--- src/rtl/score_keeper.sv ---
// score_keeper: two-player point/set/match scorer fed by press-detector pulses; undo option via SCORE_UNDO_EN.
// Latency: one cycle from a sampled input pulse to the registered outputs.
// Backpressure: none; every pulse is consumed on the cycle it arrives.
module score_keeper #(
   parameter int WIN_POINTS  = 11,
   parameter int WIN_MARGIN  = 2,
   parameter int SETS_TO_WIN = 2,
   parameter int SCORE_W     = 6
) (
   input  logic               clk_i,
   input  logic               rst_i,
   input  logic               p1_short_i,
   input  logic               p1_long_i,
   input  logic               p2_short_i,
   input  logic               p2_long_i,
   output logic [SCORE_W-1:0] p1_points_o,
   output logic [SCORE_W-1:0] p2_points_o,
   output logic [1:0]         p1_sets_o,
   output logic [1:0]         p2_sets_o,
   output logic [1:0]         state_o,
   output logic [1:0]         winner_o,
   output logic               set_won_o
);

   typedef enum logic [1:0] {
      PLAY       = 2'd0,
      SET_DONE   = 2'd1,
      MATCH_DONE = 2'd2
   } state_t;

   localparam logic [SCORE_W-1:0] SCORE_MAX  = '1;
   localparam logic [SCORE_W:0]   WIN_PTS_X  = (SCORE_W+1)'(WIN_POINTS);
   localparam logic [SCORE_W:0]   MARGIN_X   = (SCORE_W+1)'(WIN_MARGIN);
   localparam logic [1:0]         SETS_X     = 2'(SETS_TO_WIN);

   state_t             state_q, state_d;
   logic [SCORE_W-1:0] p1_pts_q, p1_pts_d, p2_pts_q, p2_pts_d;
   logic [1:0]         p1_sets_q, p1_sets_d, p2_sets_q, p2_sets_d;
   logic [1:0]         winner_q, winner_d;
   logic               set_won_q, set_won_d;
`ifdef SCORE_UNDO_EN
   logic               undo_vld_q, undo_vld_d;
   logic               undo_p2_q, undo_p2_d;
`endif

   // A long press masks shorts; two simultaneous shorts cancel each other.
   logic any_long, p1_pt, p2_pt, one_short;
   assign any_long  = p1_long_i | p2_long_i;
   assign p1_pt     = p1_short_i & ~p2_short_i & ~any_long;
   assign p2_pt     = p2_short_i & ~p1_short_i & ~any_long;
   assign one_short = p1_pt | p2_pt;

   logic [SCORE_W-1:0] scr_new, opp_pts;
   logic [SCORE_W:0]   lead;
   logic [1:0]         scr_sets_new;
   logic               set_award;

   always_comb begin
      scr_new      = p2_pt ? p2_pts_q + SCORE_W'(1) : p1_pts_q + SCORE_W'(1);
      opp_pts      = p2_pt ? p1_pts_q : p2_pts_q;
      lead         = {1'b0, scr_new} - {1'b0, opp_pts};
      scr_sets_new = (p2_pt ? p2_sets_q : p1_sets_q) + 2'd1;
      set_award    = (({1'b0, scr_new} >= WIN_PTS_X) && !lead[SCORE_W] && (lead >= MARGIN_X))
                   || (scr_new == SCORE_MAX);
   end

   always_comb begin
      state_d   = state_q;
      p1_pts_d  = p1_pts_q;
      p2_pts_d  = p2_pts_q;
      p1_sets_d = p1_sets_q;
      p2_sets_d = p2_sets_q;
      winner_d  = winner_q;
      set_won_d = 1'b0;
`ifdef SCORE_UNDO_EN
      undo_vld_d = undo_vld_q;
      undo_p2_d  = undo_p2_q;
`endif
      unique case (state_q)
         PLAY: begin
`ifdef SCORE_UNDO_EN
            if (any_long && undo_vld_q) begin
               if (undo_p2_q) begin
                  if (p2_pts_q != '0) p2_pts_d = p2_pts_q - SCORE_W'(1);
               end else begin
                  if (p1_pts_q != '0) p1_pts_d = p1_pts_q - SCORE_W'(1);
               end
               undo_vld_d = 1'b0;
            end
`endif
            if (one_short) begin
               if (p2_pt) p2_pts_d = scr_new;
               else       p1_pts_d = scr_new;
`ifdef SCORE_UNDO_EN
               undo_vld_d = ~set_award;
               undo_p2_d  = p2_pt;
`endif
               // Points stay frozen on award so the final score remains displayed.
               if (set_award) begin
                  set_won_d = 1'b1;
                  if (p2_pt) p2_sets_d = scr_sets_new;
                  else       p1_sets_d = scr_sets_new;
                  if (scr_sets_new == SETS_X) begin
                     state_d  = MATCH_DONE;
                     winner_d = p2_pt ? 2'b10 : 2'b01;
                  end else begin
                     state_d = SET_DONE;
                  end
               end
            end
         end
         SET_DONE: begin
            if (one_short) begin
               p1_pts_d = '0;
               p2_pts_d = '0;
               state_d  = PLAY;
            end
         end
         MATCH_DONE: begin
            if (any_long) begin
               p1_pts_d  = '0;
               p2_pts_d  = '0;
               p1_sets_d = '0;
               p2_sets_d = '0;
               winner_d  = '0;
               state_d   = PLAY;
`ifdef SCORE_UNDO_EN
               undo_vld_d = 1'b0;
               undo_p2_d  = 1'b0;
`endif
            end
         end
         default: state_d = PLAY;
      endcase
   end

   always_ff @(posedge clk_i) begin
      if (rst_i) begin
         state_q   <= PLAY;
         p1_pts_q  <= '0;
         p2_pts_q  <= '0;
         p1_sets_q <= '0;
         p2_sets_q <= '0;
         winner_q  <= '0;
         set_won_q <= 1'b0;
`ifdef SCORE_UNDO_EN
         undo_vld_q <= 1'b0;
         undo_p2_q  <= 1'b0;
`endif
      end else begin
         state_q   <= state_d;
         p1_pts_q  <= p1_pts_d;
         p2_pts_q  <= p2_pts_d;
         p1_sets_q <= p1_sets_d;
         p2_sets_q <= p2_sets_d;
         winner_q  <= winner_d;
         set_won_q <= set_won_d;
`ifdef SCORE_UNDO_EN
         undo_vld_q <= undo_vld_d;
         undo_p2_q  <= undo_p2_d;
`endif
      end
   end

   assign p1_points_o = p1_pts_q;
   assign p2_points_o = p2_pts_q;
   assign p1_sets_o   = p1_sets_q;
   assign p2_sets_o   = p2_sets_q;
   assign state_o     = state_q;
   assign winner_o    = winner_q;
   assign set_won_o   = set_won_q;

endmodule

--- config.mk ---
export PLATFORM = sky130hd
export DESIGN_NAME = score_keeper
export DESIGN_NICKNAME = d
export VERILOG_FILES = /design/src/rtl/score_keeper.sv
export SDC_FILE = /design/constraint.sdc
export NUM_CORES = 1
export LEC_CHECK = 0
export ABC_AREA = 0
export ABC_CLOCK_PERIOD_IN_PS = 9130
export CAP_MARGIN = 20
export CELL_PAD_IN_SITES_DETAIL_PLACEMENT = 1
export CELL_PAD_IN_SITES_GLOBAL_PLACEMENT = 2
export CORE_MARGIN = 4
export CORE_UTILIZATION = 35
export DETAILED_ROUTE_END_ITERATION = 6
export PLACE_DENSITY = 0.94
export SLEW_MARGIN = 10
export SYNTH_ARGS = -nofsm -noshare
export SYNTH_HDL_FRONTEND = slang
export SYNTH_SLANG_ARGS = --single-unit
--- constraint.sdc ---
create_clock -name clk_i -period 9.13 [get_ports clk_i]
set_input_delay 1.3695 -clock clk_i [delete_from_list [all_inputs] [get_ports clk_i]]
set_output_delay 1.3695 -clock clk_i [all_outputs]
set_load 0.02 [all_outputs]
[Word-level counts from Yosys, hierarchy flattened]
Index checks and enable logic that the tools add are counted.
Word-level totals
  register bits after elaboration: 21
  word-level logic and storage cells: 80
Operators by class
  add/subtract/negate cells: 4
  equality and inequality tests: 11
  order comparisons: 2
  bitwise logic cells: 11
  mux-type cells: 31
  reduce and logical (&&, ||, !) cells: 14
Operators by type and width (count)
  6-bit 2-to-1 mux: 8
  6-bit case mux with 3 select lines: 2
  2-bit 2-to-1 mux: 16
  5-bit AND reduction: 5
  2-bit != test, second input constant: 7
  6-bit by 1-bit adder with 6-bit output, second input constant: 2
  2-bit case mux with 2 select lines: 3
  7-bit by 2-bit >= comparator with 1-bit output, second input constant: 1
  6-bit by 6-bit subtractor with 7-bit output: 1
  6-bit == test, second input constant: 1
  6-bit by 4-bit >= comparator with 1-bit output, second input constant: 1
  2-bit case mux with 3 select lines: 1
  1-bit NOT: 5
  1-bit AND: 4
  2-bit == test, second input constant: 2
  4-bit AND reduction: 1
  3-bit nonzero test: 1
  3-bit OR reduction: 1
  2-bit by 1-bit adder with 2-bit output, second input constant: 1
  2-bit by 1-bit == test with 1-bit output, second input constant: 1
  1-bit logical AND: 2
  2-bit logical NOT: 1
  1-bit bitwise OR: 2
  2-bit nonzero test: 1
  other kinds (3): 3

[Longest topological paths before layout]
Gate-level depths: netlist of the first run.
  word-level depth: 12
  depth in mapped cells: 17
  gate-level depth less buffers: 14

[Worst setup path before layout of the first run]
OpenSTA, ideal clock, no wires.
  kind: input-to-reg
  start: input port p1_short_i
  end: register p2_sets_q[0] (netlist: p2_sets_o[0])
  data required time: 9.059 ns
  data arrival time: 4.602 ns
  stages: 17
  path buffers: 3
  path slack: 4.458 ns
  cell sequence: nor4b_2 buf_2 buf_6 clkbuf_1 nand2_1 nand2_1 inv_1 ha_1 nor2b_1 o21ai_0 a22oi_1 o211ai_1 and3_1 o211ai_2 a31oi_2 or4_1 a21oi_1
On the way
  cells in the longest elaborated chain, start to end: 11
Ends and longest elaborated chain
  start: declaration: line 12  | input logic p1_short_i,
  branches (longest 11 deep; another with 6-bit by 6-bit subtractor with 7-bit output)
  end signal: assignment: line 155  | p2_sets_q <= p2_sets_d;
  end: declaration: line 38  | logic [1:0] p1_sets_q, p1_sets_d, p2_sets_q, p2_sets_d;
Parallel ways; which one is timed is not known. The select of a mux whose other input is x is not followed.
A chain may end at the register's enable or synchronous reset.

[Worst setup path after layout of the first run]
Same ends and word-level chain as after synthesis.

==> results_dict.tcl, run 1 <==
set metrics [dict create \
    grt_pass1_wl_um 9690 \
    cp_max_fo 18 \
    io_pins 27 \
    netlist_instances 249 \
    die-area_sq_um 6940 \
    drt-total-wl_um 5520 \
    portBuffers 26 \
    p_seq_frac 0.516 \
    ys.flop_type "dfxtp_1" \
    cts.sinks 21 \
    maxCapViolations 0 \
    post-cts-setup-buffer-count 0 \
    synthArstFlopShare 0 \
    crit_family "simple AND/OR/NAND/NOR gates" \
    worst_slew_margin_rel 0.305 \
    grt_usage 0.168 \
    clkTransAtPathRegs_ns 0.08 \
    route.antenna.remaining_nets 0 \
    max_freq_ghz 0.191 \
    rows 27 \
    final_nets 278 \
    synth_edf_count 0 \
    antenna_cells 0 \
    cts-resized-gates 0 \
    layout_common_cells "clkdlybuf4s50_1, a21oi_1, nor2_1, dfxtp_1, nand2_1" \
    antenna_found_initial 0 \
    power_frac_comb 0.150 \
    drive_gt1_frac 0.0611 \
    finalSetupTns_ns 0 \
    die_w_um 83.3 \
    path_class "input pin to register" \
    intPower_uw 136 \
    drc 0 \
    grt_max_degree 33 \
    p_sw_frac 0.271 \
    finalCritPeriodShare 0.574 \
    p_sw_uw 50.6 \
    clockBufferDepth 2 \
    initial_core_util 0.361 \
    ctsHoldBuffers 0 \
    drt_pass1_iterations 4 \
    grt_overflow 0 \
    setup_viol 0 \
    avgSynthCellArea_sq_um 7.97 \
    final-hold-violation-count 0 \
    p_clk_frac 0.334 \
    ir_drop_mv 0.0783 \
    synth_seq_cells 21 \
    cp-start-kind "input pin" \
    routed_via_density 5.71 \
    crit_path_frequent_cell "a21oi_1" \
    mappedNetlistArea_sq_um 1990 \
    vias 1908 \
    period_needed_ns 5.24 \
    synth_fp_nets 264 \
    wire_per_inst_um 16.5 \
    powerDensity_nw_per_um2 83.5 \
    status "finished, final reports clean" \
    die_h_um 83.3 \
    critPathArrivalTime_ns 5.42 \
    fin_cells 334 \
    cpPeakStageDelay_ns 0.89 \
    end_kind "register" \
    final_common_cell "clkdlybuf4s50_1" \
    post-place-cells 330 \
    worst_slew_pin_slew_ns 1.04 \
    synth.distinct_cells 57 \
    grt_pass1_vias 1976 \
    core-area_sq_um 5510 \
    cts_tree "done" \
    clk_latency_ns 0.26 \
    skew_ns 0.00154 \
    p_leak_uw 0.000723 \
    num-fill-cells 688 \
    cts_made_buffers 3 \
    gp_congestion 0.808 \
    yosysWarningCount 0 \
    syn2layout_area_growth_pct 12.4 \
    drv_slew 0 \
    min_path_type "register to register" \
    cp_slowest_cell "or4b_1" \
    ys_seq_area_frac 0.212 \
    dp.final_hpwl_um 4090 \
    drt-initial-drc-count 58 \
    cts_root_buf "clkbuf_8" \
    cp.required_ns 9.31 \
    worstPathCellList "clkdlybuf4s50_1, or4b_1, a21oi_1, inv_1, ha_1, nor2b_1, o21ai_0, a22oi_1, o211ai_1, and3_1, o211ai_2, a31oi_2, or4_1, a21oi_1" \
    cts_htree_levels 1 \
    rsz0062_at_grt "no" \
    cp_num_buf_inv 2 \
]
[path summary, 6_finish.rpt]
check,startpoint,to,slack [ns],depth (start not counted)
worst max-delay path,p1_short_i,p2_sets_o[0]$_SDFFE_PP0P_,3.89,14
worst min-delay path,winner_o[1]$_SDFFE_PP0P_,winner_o[1]$_SDFFE_PP0P_,0.49,2
worst max register to register,p1_points_o[0]$_SDFFE_PP0P_,winner_o[0]$_SDFFE_PP0P_,5.58,11
worst min register to register,winner_o[1]$_SDFFE_PP0P_,winner_o[1]$_SDFFE_PP0P_,0.49,2
[power by group through the flow]
stage	Combinational [uW]	Sequential [uW]	Clock, uW
6_report	27.9	96.2	62.3
5_1_grt	31.0	96.6	68.3
4_1_cts	28.1	96.1	64.1
3_5_place_dp	28.0	98.3	0
3_3_place_gp	27.6	98.3	0
2_1_floorplan	21.4	96.6	0
[kinds of logic (layout without fill, tap and decap cells)]
kind of cell | Yosys count | count (layout) | share of synthesized area
AOI/OAI and AO/OA | 69 | 69 | 0.233
xor gates and xnor gates | 15 | 15 | 0.0662
adders and majority gates | 9 | 9 | 0.0605
buffers and inverters | 28 | 41 | 0.102
DFF | 21 | 21 | 0.212
muxes | 15 | 15 | 0.0825
and+or+nand+nor | 92 | 92 | 0.244
[synth_stat cells (all sizes together), types with 2 or more instances]
master | instances | area [sq um]
o311ai | 2 | 17.5
a211oi | 3 | 22.5
nor2 | 21 | 78.8
mux2i | 14 | 153
o31ai | 3 | 22.5
nor4b | 2 | 23.8
nor2b | 7 | 43.8
nand2b | 3 | 18.8
nand4 | 4 | 25.0
o211ai | 4 | 35.0
and3 | 3 | 18.8
or4 | 5 | 37.5
nand2 | 19 | 71.3
o21ai | 17 | 85.1
nand3b | 4 | 30.0
ha | 8 | 100
dfxtp | 21 | 420
clkbuf | 9 | 73.8
xor2 | 6 | 52.6
a21oi | 22 | 110
a31o | 2 | 17.5
nor3 | 6 | 30.0
and2 | 3 | 20.0
xnor2 | 9 | 78.8
o21bai | 2 | 15.0
nand3 | 11 | 55.1
buf | 7 | 62.6
inv | 10 | 37.5
a31oi | 3 | 25.0
[registers in the layout (all words and copies together) (netlist names)]
name / flops
set_won_o: 1
state_o: 2
winner_o: 2
p1_sets_o: 2
p1_points_o: 6
p2_points_o: 6
p2_sets_o: 2
[final cells by class]
class / instances / area (sq um) / share of cell area
Timing Repair Buffer: 27 / 268 / 0.120
Sequential cell: 21 / 420 / 0.188
Inverter: 10 / 37.5 / 0.0168
Multi-Input combinational cell: 200 / 1370 / 0.614
Clock buffer: 4 / 45.0 / 0.0202
Tap cell: 72 / 90.1 / 0.0404
[through the flow]
step	worst slack, ns	area, sq um	util	power (uW)	hold slack, ns
2_1_floorplan	4.46	1990	-	118	0.549
3_3_place_gp	3.70	2190	0.397	126	0.480
3_5_place_dp	3.60	2190	0.397	126	0.485
4_1_cts	3.87	2230	0.405	188	0.496
5_1_grt	3.45	2230	0.405	196	0.533
6_report	3.89	2230	0.405	186	0.492
[per-layer routing]
metal	up-vias	part of all wire	wire, um	global-route usage
met5	-	0	0	0
met4	0	0.022	121	0.0475
met3	12	0.023	127	0.0308
met2	37	0.46	2560	0.278
met1	924	0.49	2710	0.223
li1	935	-	-	-
[worst reg2reg max path: stages, from the launching register on]
cell	delay [ns]
dfxtp_1	0.62
nand3_1	0.41
xor2_1	0.25
o21ai_0	0.32
ha_1	0.31
o211a_1	0.13
o32ai_2	0.35
xnor2_1	0.20
o211ai_2	0.16
a31oi_2	0.33
o21ai_0	0.19
a21oi_1	0.19
Power figures use the tool's default switching activity.
==> run 2, diff against run 1 <==
- ABC_CLOCK_PERIOD_IN_PS: 9130 -> 4560
- CORE_UTILIZATION: 35 -> 29
- PLACE_DENSITY: 0.94 -> 0.85
- clock period: 9.13 -> 4.56 ns (I/O delays scaled with it)
==> run 2 against run 1 <==
  * Total power grew 110%
  * Clock-buffer cell count shrank 1
  * Register-to-register slack lost 4.6 ns
  * Via count grew 2.5%
  * Utilization shrank 4.6 points
  * Critical path depth is the same
  * Final area grew 4.7%
==> results_dict.tcl, run 2 (synthesis gave the netlist of run 1 again) <==
set metrics [dict create \
    cp-start-kind "input pin" \
    finalWorstSetupSlack_ns 0.374 \
    grt_pass1_vias 1986 \
    cts.sinks 21 \
    drc 0 \
    rsz0062_at_grt "no" \
    antenna_found_initial 0 \
    worstSetupStartpoint "p2_short_i" \
    whs_path_depth 2 \
    r2r_cells 12 \
    seq_area_sq_um 420 \
    drt_pass1_iterations 4 \
    worst_slew_pin_slew_ns 0.835 \
    cts_root_buf "clkbuf_8" \
    antenna_cells 0 \
    ir_drop_mv 0.116 \
    whs_ns 0.482 \
    grt_pass1_wl_um 10200 \
    final_common_cell "clkdlybuf4s50_1" \
    cp_slowest_cell "or4b_1" \
    syn2layout_area_growth_pct 17.7 \
    wire_per_inst_um 17.1 \
    cts_made_buffers 3 \
    maxCapViolations 0 \
    dp.final_hpwl_um 4610 \
    multi_input_area_sq_um 1370 \
    portBuffers 26 \
    end_kind "register" \
    worstHoldStart "winner_o[0]$_SDFFE_PP0P_" \
    grt_max_degree 22 \
    period_needed_ns 4.19 \
    grt_use_met3 0.0208 \
    drt-total-wl_um 6030 \
    grt_use_met1 0.215 \
    critPathArrivalTime_ns 4.38 \
    worst_slew_margin_rel 0.443 \
    clockBufferDepth 2 \
    busiest_layer "met2" \
    status "finished, final reports clean" \
    finalCritPeriodShare 0.918 \
    num-fill-cells 799 \
    gp_congestion 0.920 \
    drive_gt1_frac 0.109 \
    final-hold-violation-count 0 \
    fin_total_pwr_uw 387 \
    layout_common_cells "clkdlybuf4s50_1, a21oi_1, nor2_1, dfxtp_1, nand2_1" \
    crit_family "simple AND/OR/NAND/NOR gates" \
    clkTransAtPathRegs_ns 0.09 \
    drv_slew 0 \
    powerDensity_nw_per_um2 165 \
    cpPeakStageDelay_ns 0.55 \
    max_freq_ghz 0.239 \
    die_h_um 90.7 \
    grt_overflow 0 \
    vias 1956 \
    die_w_um 90.7 \
    worstPathCellList "clkdlybuf4s50_1, or4b_1, buf_4, nor3_1, nor2_1, xor2_1, ha_1, nor4_1, a311oi_1, and3_1, o211ai_2, a31oi_2, or4_1, a21oi_1" \
    use_met2 0.227 \
    cts_htree_levels 1 \
    clk_latency_ns 0.27 \
    cts-resized-gates 0 \
    min_path_type "register to register" \
    cp.required_ns 4.75 \
    grt_usage 0.150 \
    initial_core_util 0.306 \
    r2r-start "p1_points_o[2]$_SDFFE_PP0P_" \
    crit_cells 14 \
    core-area_sq_um 6490 \
    cp_max_fo 10 \
    io_pins 27 \
    skew_ns 0.00894 \
    drt-initial-drc-count 78 \
    final_nets 291 \
    post-cts-setup-buffer-count 0 \
    rows 29 \
    routed_via_density 5.56 \
    dpl_worst_slack_ns 0.0883 \
    cp_num_buf_inv 2 \
    die-area_sq_um 8230 \
    p_leak_uw 0.000788 \
    path_class "input pin to register" \
    post-route-util 0.360 \
    finalSetupTns_ns 0 \
    ctsHoldBuffers 0 \
    cts_tree "done" \
    route.antenna.remaining_nets 0 \
    setup_viol 0 \
]
## run 2: changes by cell type in the layout (fill, tap and decap cells not counted)
cell      delta
buf_4       +13
clkbuf_1     -1
clkinv_2     +1
## run 2: area by class of cell
class / instances / share of cell area
well taps: 77 / 0.0412
inverters: 10 / 0.0161
flip-flops and latches: 21 / 0.180
clock inverters: 1 / 0.00214
repair buffers: 40 / 0.156
clock buffers: 3 / 0.0177
multi-input cells: 200 / 0.587
## run 2: layer usage
| layer | vias up | share of wire |
|---|---|---|
| li1 | 956 | - |
| met1 | 947 | 0.49 |
| met2 | 43 | 0.45 |
| met3 | 10 | 0.040 |
| met4 | 0 | 0.018 |
| met5 | - | 0 |
## run 2: final timing paths
| path | endpoint | slack, ns |
|---|---|---|
| setup / recovery | p2_sets_o[0]$_SDFFE_PP0P_ | 0.37 |
| hold / removal | winner_o[0]$_SDFFE_PP0P_ | 0.48 |
| setup reg to reg | p2_sets_o[0]$_SDFFE_PP0P_ | 0.96 |
| hold reg to reg | winner_o[0]$_SDFFE_PP0P_ | 0.48 |
## run 2: per-stage QoR
stage | instance area, sq um | instances
global placement | 2290 | 348
floorplan | 1990 | 249
CTS | 2340 | 352
detailed placement | 2290 | 348
finish | 2340 | 352
global route | 2340 | 352
## run 2: power by group
part	leakage (uW)	switching [uW]	internal [uW]
clock network	0.0000255	68.2	61.2
registers	0.000169	3.20	185
logic	0.000594	39.0	30.2
total	0.000788	110	276
## run 2: worst min-delay path: stages (launching register included)
cell and delay (ns):
dfxtp_1 0.32, o21ai_0 0.07, a21oi_1 0.06
